===== src/rtl/pipeline_ctrl.sv =====
// Stall/flush scheduler for the 5-stage core: per-stage freeze vector, deferred flush with redirect PC.
// Optional stall-cycle counter enabled by defining PIPE_STALL_CNT_EN.
module pipeline_ctrl #(
   parameter int PC_W         = 32,
   parameter int FLUSH_CYCLES = 1
) (
   input  logic            clk,
   input  logic            rst,
   input  logic            stall_req_if,
   input  logic            stall_req_id,
   input  logic            stall_req_ex,
   input  logic            stall_req_mem,
   input  logic            flush_req,
   input  logic [PC_W-1:0] flush_pc,
   output logic [5:0]      stall,
   output logic            flush,
   output logic [PC_W-1:0] new_pc,
   output logic            busy_pend,
   output logic [31:0]     stall_cycles
);

   typedef enum logic [1:0] {
      ST_RUN,
      ST_PEND,
      ST_FLUSH
   } state_e;

   localparam logic [3:0] CNT_LOAD = 4'(FLUSH_CYCLES - 1);

   state_e          state_q, state_d;
   logic            flush_q, flush_d;
   logic [PC_W-1:0] new_pc_q, new_pc_d;
   logic            busy_q, busy_d;
   logic [3:0]      cnt_q, cnt_d;
   logic [5:0]      stall_vec;

   // Freeze vector is purely combinational; held at zero while in reset or while flushing.
   always_comb begin
      stall_vec = 6'b000000;
      if (rst && (state_q != ST_FLUSH)) begin
         if (stall_req_mem)     stall_vec = 6'b011111;
         else if (stall_req_ex) stall_vec = 6'b001111;
         else if (stall_req_id) stall_vec = 6'b000111;
         else if (stall_req_if) stall_vec = 6'b000011;
      end
   end

   // NOTE: every signal assigned in this block gets a default first, so no path can infer a latch.
   always_comb begin
      state_d  = state_q;
      flush_d  = flush_q;
      new_pc_d = new_pc_q;
      busy_d   = busy_q;
      cnt_d    = cnt_q;
      case (state_q)
         ST_RUN: begin
            if (flush_req) begin
               new_pc_d = flush_pc;
               if (stall_req_mem) begin
                  state_d = ST_PEND;
                  busy_d  = 1'b1;
               end else begin
                  state_d = ST_FLUSH;
                  flush_d = 1'b1;
                  cnt_d   = CNT_LOAD;
               end
            end
         end
         ST_PEND: begin
            // The first latched target wins; later requests are dropped.
            if (!stall_req_mem) begin
               state_d = ST_FLUSH;
               flush_d = 1'b1;
               busy_d  = 1'b0;
               cnt_d   = CNT_LOAD;
            end
         end
         ST_FLUSH: begin
            if (cnt_q == 4'd0) begin
               state_d = ST_RUN;
               flush_d = 1'b0;
            end else begin
               cnt_d = cnt_q - 4'd1;
            end
         end
         default: begin
            state_d = ST_RUN;
            flush_d = 1'b0;
            busy_d  = 1'b0;
         end
      endcase
   end

   // NOTE: state registers use non-blocking assignments so all flops update together at the edge.
   always_ff @(posedge clk or negedge rst) begin
      if (!rst) begin
         state_q  <= ST_RUN;
         flush_q  <= 1'b0;
         new_pc_q <= '0;
         busy_q   <= 1'b0;
         cnt_q    <= 4'd0;
      end else begin
         state_q  <= state_d;
         flush_q  <= flush_d;
         new_pc_q <= new_pc_d;
         busy_q   <= busy_d;
         cnt_q    <= cnt_d;
      end
   end

`ifdef PIPE_STALL_CNT_EN
   logic [31:0] stall_cnt_q;

   always_ff @(posedge clk or negedge rst) begin
      if (!rst) begin
         stall_cnt_q <= 32'h0;
      end else if (stall_vec[0] && (stall_cnt_q != 32'hFFFF_FFFF)) begin
         stall_cnt_q <= stall_cnt_q + 32'd1;
      end
   end

   assign stall_cycles = stall_cnt_q;
`else
   assign stall_cycles = 32'h0;
`endif

   assign stall     = stall_vec;
   assign flush     = flush_q;
   assign new_pc    = new_pc_q;
   assign busy_pend = busy_q;

endmodule


===== config.mk =====
export PLATFORM = sky130hd
export DESIGN_NAME = pipeline_ctrl
export DESIGN_NICKNAME = d
export VERILOG_FILES = /design/src/rtl/pipeline_ctrl.sv
export SDC_FILE = /design/constraint.sdc
export NUM_CORES = 1
export LEC_CHECK = 0
export CORE_ASPECT_RATIO = 1.75
export CORE_MARGIN = 3
export CORE_UTILIZATION = 42
export DETAILED_ROUTE_END_ITERATION = 8
export PLACE_DENSITY = 0.91
export SLEW_MARGIN = 20
export SYNTH_ARGS = -nofsm -noshare
export SYNTH_HDL_FRONTEND = slang
export SYNTH_SLANG_ARGS = --single-unit

===== constraint.sdc =====
create_clock -name clk -period 3.1 [get_ports clk]
set_input_delay 0.62 -clock clk [delete_from_list [all_inputs] [get_ports clk]]
set_output_delay 0.62 -clock clk [all_outputs]
set_load 0.02 [all_outputs]

* After elaboration in Yosys (flattened, before gate mapping)
Index checks and enable logic that the tools add are counted.
Widths: inputs -> output; s select.
** Cells by class
- Add/sub/neg operators :: 1
- Equality and inequality tests :: 8
- Muxes and demuxes :: 22
- Bitwise logic cells :: 1
- Reduce and logical (&&, ||, !) cells :: 9
** Operators with widths (count)
- $mux 4 :: 4
- $ne 2x2->1 const B :: 6
- $pmux 4 s3 :: 1
- $mux 2 :: 5
- $mux 1 :: 6
- $mux 6 :: 1
- $pmux 1 s3 :: 2
- $pmux 2 s3 :: 1
- $reduce_and 3->1 :: 2
- $mux 5 :: 1
- $logic_not 4->1 :: 1
- $reduce_and 2->1 :: 2
- $reduce_and 4->1 :: 1
- $sub 4x1->4 const B :: 1
- $mux 3 :: 1
- $reduce_bool 3->1 :: 1
- $eq 2x1->1 const B :: 1
- $eq 2x2->1 const B :: 1
- $logic_not 2->1 :: 1
- $logic_and 1x1->1 :: 1
- $not 1->1 :: 1
** Storage, ports and cells
- Register bits after elaboration :: 40
- Input port bits :: 39
- Logic and storage cells :: 46

* Logic depth before layout (Yosys ltp)
Gate-level depths: netlist (run 1).
- Depth after elaboration :: 5
- Mapped depth :: 6

* Worst setup path after synthesis (run 1)
Ideal clock, no wire load.
- Path type :: reg2out
- Start point :: register state_q[1]
- End point :: output port stall[1]
- Arrival :: 1438 ps
- Required time :: 2480 ps
- Path slack :: 1042 ps
- Stages on the path, launching flop included :: 6
- Buffers on the path :: 2
- Cells stage by stage :: dfrtp_1 > buf_4 > nand2b_1 > nand2_1 > a21oi_1 > buf_4
** Between the ends
- Word-level cells in the longest chain between the ends :: 3
** RTL lines
- start: declaration :: line 30 : state_e state_q, state_d;
- start signal: assignment :: line 103 : state_q <= state_d;
- $ne 2x2->1 :: line 40 : if (rst && (state_q != ST_FLUSH)) begin
- $logic_and 1x1->1 :: line 40
- $mux 6 :: line 40
- end: declaration :: line 15 : output logic [5:0] stall,
No other way between the ends.

* Final worst setup path (run 1)
- Start point :: register state_q[0]
- End point :: output port stall[1]
Same word-level chain as after synthesis.

==> metrics.csv, run 1 <==
stage,metric,value,unit
cts,hold buffers post-CTS,0,
timing,final setup violating endpoints,0,
die,die span in y,99.5,µm
critical_path,Worst EP required,2.48,ns
cells_and_area,Area growth syn-to-layout,35.7,%
global_routing,GRT Total Usage,14.7,%
pwr,Max VDD drop,683,µV
die,Core ar.,4750,µm²
detailed_routing,Final Routed Wirelength,4.26,mm
cells_and_area,share of cells above drive strength 1,20.0,%
yosys,ys flop type,dfrtp_1,
timing,period utilization,87.6,%
critical_path,Critical Setup Path Class,reg -> out,
pwr,"Power, Total",2960,µW
detailed_routing,DRT iter0 DRCs,26,
yosys,ranking of synthesized cells by area,"dfrtp_1 (48%), mux2_4 (21%), buf_4 (13%), buf_12 (2.9%), nor2b_4 (1.3%)",
cts,latest clock arrival within the worst-skew pair,0.29,ns
die,Die Wd,59.4,µm
timing,unrepaired setup endpoints after global routing,false,
cts,CTS tree,built,
cts,H-tree lvl count,2,
global_routing,largest net degree at the start of global routing,41,
cts,CTS root buf,clkbuf_8,
cts,total CTS buffers,5,
detailed_routing,WL per Instance,14.9,µm
cts,post-CTS sizing,0,
critical_path,startpoint class of the critical path,register,
global_routing,number of global-route vias before repair,1358,
timing,setup slack after layout,0.385,ns
die,Initial Util,44.2,%
place,placed cells,279,
yosys,Syn Inst Count,155,
detailed_routing,Pre-Repair DR Iteration Count,2,
place,I/O Buffers,77,
cts,Max Root-Sink Buffers,2,
yosys,Ys Warns,0,
place,Setup WS pre-CTS,0.393,ns
detailed_routing,Residual DRC,0,
pwr,LEAKAGE,0.00132,µW
global_routing,antenna violations before repair,0,
critical_path,worst-path cell chain,nand2b_1 > nand2_1 > a21oi_1 > clkdlybuf4s50_1,
yosys,Synth async-reset ratio,100,%
critical_path,CP endpoint kind,output port,
critical_path,max incr delay on CP,0.65,ns
cells_and_area,NumNets Final,275,
timing,Max Clock Freq,368,MHz
yosys,register area share after synthesis,47.7,%
timing,WHS,0.399,ns
cells_and_area,Antenna Cells,0,
cts,clk slew on worst S/H paths,0.07,ns
timing,TNS Setup,0,ns
detailed_routing,vias,1343,
timing,Slew HR,66.1,%
cells_and_area,final std cells w/o fill,287,
yosys,post-synth top area cell,dfrtp_1,
yosys,Syn Area/Cell,13.5,µm²
critical_path,CP max-delay cell,clkdlybuf4s50_1,
yosys,"EDFF count, synth",0,
cells_and_area,sequential cell area,1000,µm²
yosys,register bit total from synthesis,40,
yosys,synthesized cell area,2100,µm²
cts,# clock sinks,40,
timing,worst-margin pin slew,0.508,ns
pwr,P per Cell Area,1040,nW/µm²
yosys,top-count cell post-synth,dfrtp_1,
timing,max-slew violation count,0,
timing,skew final,0.00891,ns
run,max-cap violations,0,
yosys,Synth top area share,47.7,%
worst_hold_path,Worst Hold Class,in -> async,
timing,Hold Fails Final Rpt,0,
timing,shortest period the worst path allows,2.71,ns
global_routing,total gr overflow,0,
yosys,"top cells by count, synth","dfrtp_1 (40), buf_4 (35), mux2_4 (30)",
die,row count,33,
critical_path,CP max FO,9,
die,I/O pin count,111,
cells_and_area,# fillers,380,
cells_and_area,Multi-input gate area,850,µm²
detailed_routing,Antenna Nets Post-Route,0,
global_routing,first-pass GRT wire length,6.58,mm
critical_path,arrival time worst endpoint,2.09,ns
detailed_routing,DR vias/cell,4.68,
yosys,post-synth cell types,28,
die,Die ar.,5910,µm²
cts,postcts setup bufs,0,
place,Final HPWL DP,3.24,mm
status,status,completed,
place,final RePlAce weighted congestion,0.722,
critical path: cells and delay by family (launching register included):
kind,cells,cell delay (ns)
flops,1,0.51
buf+inv,1,0.65
compound gates,1,0.18
simple gates,2,0.46
cell usage in the layout, fill, tap and decap left out:
cell / n
a21o_1: 1
a21oi_1: 2
a311o_1: 1
a31oi_1: 2
and2b_1: 1
and3_1: 1
buf_2: 1
buf_4: 3
bufinv_16: 1
clkbuf_8: 6
clkdlybuf4s50_1: 76
clkinv_4: 1
conb_1: 33
dfrtp_1: 40
ha_1: 2
inv_1: 6
mux2_2: 2
mux2_4: 30
nand2_1: 2
nand2b_1: 1
nor2_1: 5
nor2b_1: 2
nor2b_4: 2
nor3_1: 2
nor3b_2: 1
o21a_1: 1
o21ai_0: 2
o21bai_1: 2
o221ai_1: 2
o22ai_1: 1
o31ai_1: 3
registers in the layout, summed over array words and instances, names as in the netlist:
signal     cells
new_pc        32
cnt_q          4
state_q        2
busy_pend      1
flush          1
final cells by class:
class,count,share of cell area (%)
sequential,40,35.1
multi-input combinational,101,29.8
clock buffer,6,2.90
inverter,6,0.791
timing repair buffer,80,27.7
clock inverter,2,1.36
tap,52,2.28
metrics by stage:
| stage | util [%] | instance area (µm²) |
|---|---|---|
| after floorplan | - | 2220 |
| after global placement | 57.4 | 2730 |
| after detailed placement | 57.4 | 2730 |
| after CTS | 60.0 | 2850 |
| after global routing | 60.0 | 2850 |
| final | 60.0 | 2850 |
final timing paths:
check / start / to / slack, ns / cells past startpoint
setup / recovery: state_q[0] / stall[1] / 0.39 / 4
hold / removal: rst / new_pc[7] / 0.40 / 2
setup reg to reg: state_q[0] / new_pc[8] / 1.52 / 4
hold reg to reg: new_pc[5] / new_pc[5] / 0.51 / 1
max in group asynchronous: rst / busy_pend / 2.35 / 2
min in group clk: new_pc[5] / new_pc[5] / 0.51 / 1
routing by layer:
layer,part of all wire [%],vias to the layer above,track usage [%]
li1,-,612,-
met1,36,658,16.9
met2,55,67,25.8
met3,8.0,6,3.38
met4,1.2,0,5.24
met5,0,-,0
power breakdown:
part | switching, µW | internal [µW] | leakage, µW | total (µW)
Combinational | 705 | 857 | 0.000787 | 1560
Sequential | 172 | 781 | 0.000473 | 953
Clock | 183 | 263 | 0.0000614 | 446
Total | 1060 | 1900 | 0.00132 | 2960
cell families (layout without fill, tap and decap cells):
| kind of cell | Yosys count | after routing | share of synthesized area (%) |
|---|---|---|---|
| buffers and inverters | 46 | 94 | 17.5 |
| DFF | 40 | 40 | 47.7 |
| muxes | 32 | 32 | 22.5 |
| AOI/OAI and AO/OA | 17 | 17 | 5.67 |
| and+or+nand+nor | 17 | 17 | 5.19 |
| adders and majority gates | 2 | 2 | 1.19 |
| other | 1 | 33 | 0.179 |
(Power assumes the default switching activity.)
==> run 2: changes to the inputs <==
- SLEW_MARGIN: 20 -> default
==> results of run 2 <==
Same layout as run 1: the final DEF is identical, and so are final timing and power.
